<file path="src/rtl/keccak_target_check.sv">
// Digest-vs-target comparator for a Keccak mining pipeline.
// Tags digests with nonces and buffers hits in a small FIFO.
module keccak_target_check #(
  parameter int NONCE_WIDTH = 32,
  parameter int FIFO_DEPTH  = 4
) (
  input  logic                   clk,
  input  logic                   rst,
  input  logic                   start,
  input  logic [NONCE_WIDTH-1:0] start_nonce,
  input  logic [255:0]           target,
  input  logic [255:0]           hash_in,
  input  logic                   hash_valid,
  output logic [NONCE_WIDTH-1:0] found_nonce,
  output logic                   found_valid,
  input  logic                   found_ready,
  output logic [31:0]            hash_count,
  output logic [15:0]            drop_count
);

  localparam int AW = $clog2(FIFO_DEPTH);
  localparam logic [AW:0] DEPTH = (AW+1)'(FIFO_DEPTH);

  logic [NONCE_WIDTH-1:0] nonce_ctr;
  logic                   s1_hit;
  logic [NONCE_WIDTH-1:0] s1_nonce;

  logic [NONCE_WIDTH-1:0] mem [FIFO_DEPTH];
  logic [AW-1:0]          wr_ptr;
  logic [AW-1:0]          rd_ptr;
  logic [AW:0]            count;

  logic accept;
  logic hit;
  logic push_req;
  logic full;
  logic pop;
  logic push;
  logic drop;

  // A digest coinciding with start belongs to no scan and is ignored.
  assign accept   = hash_valid & ~start;
  assign hit      = hash_in <= target;
  assign push_req = s1_hit & ~start;
  assign full     = count == DEPTH;
  assign pop      = found_valid & found_ready;
  assign push     = push_req & (~full | pop);
  assign drop     = push_req & full & ~pop;

  // Outputs derive only from registers; empty FIFO shows zero.
  assign found_valid = count != '0;
  assign found_nonce = found_valid ? mem[rd_ptr] : '0;

  // Nonce counter and digest counter track the current scan.
  always_ff @(posedge clk) begin
    if (rst) begin
      nonce_ctr  <= '0;
      hash_count <= '0;
    end else if (start) begin
      nonce_ctr  <= start_nonce;
      hash_count <= '0;
    end else if (accept) begin
      nonce_ctr  <= nonce_ctr + 1'b1;
      hash_count <= hash_count + 32'd1;
    end
  end

  // Stage 1: registered compare result with its nonce tag.
  always_ff @(posedge clk) begin
    if (rst) begin
      s1_hit   <= 1'b0;
      s1_nonce <= '0;
    end else begin
      s1_hit   <= accept & hit;
      s1_nonce <= nonce_ctr;
    end
  end

  // FIFO storage; contents are masked at the output when empty.
  always_ff @(posedge clk) begin
    if (push) begin
      mem[wr_ptr] <= s1_nonce;
    end
  end

  // FIFO pointers and occupancy.
  always_ff @(posedge clk) begin
    if (rst) begin
      wr_ptr <= '0;
      rd_ptr <= '0;
      count  <= '0;
    end else begin
      if (push) wr_ptr <= wr_ptr + 1'b1;
      if (pop)  rd_ptr <= rd_ptr + 1'b1;
      unique case ({push, pop})
        2'b10:   count <= count + 1'b1;
        2'b01:   count <= count - 1'b1;
        default: count <= count;
      endcase
    end
  end

  // Saturating count of hits lost to a full FIFO.
  always_ff @(posedge clk) begin
    if (rst) begin
      drop_count <= '0;
    end else if (drop && drop_count != 16'hFFFF) begin
      drop_count <= drop_count + 16'd1;
    end
  end

endmodule

</file>
<file path="config.mk">
export PLATFORM = sky130hd
export DESIGN_NAME = keccak_target_check
export DESIGN_NICKNAME = d
export VERILOG_FILES = /design/src/rtl/keccak_target_check.sv
export SDC_FILE = /design/constraint.sdc
export NUM_CORES = 1
export LEC_CHECK = 0
export CAP_MARGIN = 40
export CORE_AREA = 10 10 234 236
export CTS_CLUSTER_SIZE = 25
export DETAILED_ROUTE_END_ITERATION = 8
export DIE_AREA = 0 0 244 246
export PLACE_DENSITY = 0.66
export SLEW_MARGIN = 5
export SYNTH_ARGS = -nofsm -noshare
export SYNTH_HDL_FRONTEND = slang
export SYNTH_SLANG_ARGS = --single-unit
</file>
<file path="constraint.sdc">
create_clock -name clk -period 4.2 [get_ports clk]
set_input_delay 0.84 -clock clk [delete_from_list [all_inputs] [get_ports clk]]
set_output_delay 0.84 -clock clk [all_outputs]
set_load 0.02 [all_outputs]
</file>
==> results.py <==
metrics = {
    "outcome": {
        "status": "complete, no violations",
    },
    "floorplanning": {
        "io_pins": 630,
        "fp-row-count": 82,
        "core_mm2": 0.04986,
        "start_util": 0.3311,
        "fp.dieH_um": 246,
        "dieArea_mm2": 0.06002,
        "fp.dieW_um": 244,
    },
    "sta": {
        "worstMarginPinSlew_ns": 0.7738,
        "fin_crit_ns": 3.630,
        "hold_viol_final": 0,
        "relSlewSlack": 0.4794,
        "fmax_mhz": 275.5,
        "setup_tns_ns": 0,
        "grt_setup_unrepaired": "false",
        "setup_viol": 0,
        "fin_skew_ns": 0.007281,
        "min_period_over_period": 0.8643,
        "drv_slew": 0,
    },
    "worst_setup_path": {
        "criticalPathCategory": "reg2out",
        "start_kind": "register",
        "worstPathRequired_ns": 3.36,
        "timing.rr.start": "nonce_ctr[6]$_SDFFE_PP0P_",
        "r2r_slack_ns": 1.70,
        "end_kind": "primary output",
        "worstRegToRegCells": 8,
        "reg2reg_to": "nonce_ctr[26]$_SDFFE_PP0P_",
        "cp_max_fo": 23,
        "arrival_ns": 2.79,
    },
    "drt": {
        "wl_per_cell_um": 28.74,
        "ant_nets": 0,
        "vias": 15424,
        "dr_wl_met2_mm": 40.95,
        "met3_length_mm": 8.472,
        "drtIter0Drc": 1093,
        "drcViolationCount": 0,
        "drt_first_pass_iters": 5,
        "met1Wirelength_mm": 36.99,
        "wirelength_mm": 87.94,
        "topRoutingLayerUsed": "met5",
        "routed_via_density": 5.041,
    },
    "yosys": {
        "ys_top_cells_by_area": "edfxtp_1 (23%), ha_1 (20%), dfxtp_1 (15%)",
        "synth_top_family_by_area": "adder cells",
        "synthFlopType": "edfxtp_1",
        "synth-xor-area-share": 0.03660,
        "synth-adder-area-share": 0.2005,
        "yosysMostFrequentCell": "inv_1",
        "ys_top_cells_by_count": "inv_1 (278), ha_1 (263), a21oi_1 (132), edfxtp_1 (128), dfxtp_1 (122)",
        "syn_inst": 1708,
        "netlist_area_mm2": 0.01651,
        "synth_fp_nets": 2521,
        "yosysTopAreaCell": "edfxtp_1",
        "synth_simple_gate_area_share": 0.1639,
        "synth_mux_area_frac": 0.05032,
        "synth_cell_types": 67,
        "synth.avg_cell_area_um2": 9.666,
        "synth_top_area_frac": 0.2328,
        "ys_async_sr_fraction": 0,
        "synth_edf_count": 128,
        "yosys_warnings": 0,
        "synth_seq_cells": 250,
        "ys_seq_area_frac": 0.3808,
        "synth-compound-area-share": 0.09519,
    },
    "min_path": {
        "hold_depth": 0,
        "hold_end": "mem[3][6]$_DFFE_PP_",
        "hold_path.class": "reg2reg",
        "min_from": "s1_nonce[6]$_SDFF_PP0_",
    },
    "place": {
        "place_hpwl_mm": 78.61,
        "place_congestion": 0.9860,
        "port_buffers": 629,
    },
    "final_layout": {
        "n_fill_cell": 4713,
        "fin_util": 0.4917,
        "layout-drive-gt1-share": 0.04734,
        "area_delta_synth_final_pct": 48.51,
        "nNetsFinal": 3159,
    },
    "cts": {
        "clk_pin_slew_ns": 0.07,
        "cts_tree": "done",
        "clkLatencyLatePin_ns": 0.53,
        "cts_buffer_depth": 3,
        "post_cts_resized": 0,
        "cts_setup_buffers": 0,
        "holdBufCountCts": 0,
        "clock-sinks": 250,
        "clockRootBuffer": "clkbuf_16",
        "htree_levels": 1,
        "cts_buffers": 26,
    },
    "global_route": {
        "overflow": 0,
        "grt_pass1_vias": 15318,
        "grt_pass1_wl_mm": 118.5,
        "antenna_found_initial": 45,
        "grt_util_all_layers": 0.2810,
        "grt_max_degree": 57,
    },
    "pwr": {
        "power_density_mw_per_mm2": 257.8,
        "leakage_nw": 10.49,
        "vdd_drop_max_mv": 0.2900,
    },
    "job": {
        "drv_cap": 0,
    },
}
[worst max path at each step]
stage | to | slack (ns) | cells after the start
detailed placement | s1_hit$_SDFF_PP0_ | 0.05 | 12
global placement | s1_hit$_SDFF_PP0_ | 0.11 | 12
CTS | found_nonce[6] | 0.49 | 4
finish | found_nonce[6] | 0.57 | 4
floorplan | s1_hit$_SDFF_PP0_ | 1.29 | 10
global route | found_nonce[6] | 0.45 | 4
[stage by stage]
step	hold slack, ns	worst slack, ns	instances	power, W	instance area (µm²)
after floorplan	0.4383	1.286	1708	0.003266	16510
after CTS	0.4794	0.4913	3038	0.006351	24460
after detailed placement	0.4606	0.05019	2990	0.004135	23630
after global routing	0.4919	0.4462	3042	0.006587	24470
after global placement	0.4447	0.1093	2989	0.004119	23610
final	0.4761	0.5698	3060	0.006320	24520
[sequential cells by signal (all words and copies together) (netlist names), named ones only]
| register | flops |
|---|---|
| s1_hit | 1 |
| nonce_ctr | 32 |
| wr_ptr | 2 |
| rd_ptr | 2 |
| drop_count | 16 |
| count | 3 |
| hash_count | 32 |
| s1_nonce | 32 |
| mem | 128 |
[critical path, stage by stage (launching register included)]
cell             delay (ns)
dfxtp_2                0.59
buf_12                 0.29
mux4_2                 0.58
and2_1                 0.22
clkdlybuf4s50_1        0.58
[cell usage in the layout (no fill, tap or decap), types with 4 or more instances in the layout]
cell type / n
clkbuf_1: 7
or3_1: 15
inv_1: 278
nor2b_1: 40
nand4_1: 69
and3_2: 4
dfxtp_1: 121
clkinv_1: 5
edfxtp_1: 128
a221oi_1: 12
clkbuf_16: 27
ha_1: 263
a211oi_1: 4
o21ai_0: 55
buf_4: 14
o21a_1: 7
diode_2: 22
nand3_1: 48
xor2_1: 45
xnor2_1: 24
mux4_2: 32
nor4_1: 8
and4_1: 13
clkdlybuf4s50_1: 627
nor2_1: 114
nand2_1: 87
mux2i_1: 11
a21oi_1: 132
a21o_1: 32
nor3_1: 25
and2_1: 39
and3_1: 8
[routing by layer]
metal / up-vias / track usage
li1: 7320 / -
met1: 7391 / 0.3542
met2: 590 / 0.4655
met3: 101 / 0.09435
met4: 22 / 0.04658
met5: - / 0
[kinds of logic after synthesis]
family / count (synthesis)
and+or+nand+nor: 501
adders and majority gates: 264
DFF: 250
AOI/OAI and AO/OA: 267
xor gates and xnor gates: 69
muxes: 43
buffers and inverters: 314
[report_power, final]
group	internal (W)	leakage (nW)	total, W	switching (W)
clock	0.00128	0.402	0.00222	0.000935
combinational	0.000804	7.88	0.00147	0.000664
sequential	0.00259	2.20	0.00263	0.0000395
total	0.00468	10.5	0.00632	0.00164
[final cells by class]
cell class	count	area, µm²	share of cell area
Tap cell	672	840.8	0.03429
Timing Repair Buffer	645	6431	0.2623
Antenna cell	22	55.05	0.002245
Clock buffer	36	729.5	0.02975
Inverter	279	1047	0.04271
Multi-Input combinational cell	1144	9024	0.3680
Clock inverter	12	103.9	0.004236
Sequential cell	250	6287	0.2564
(Power assumes the default switching activity.)
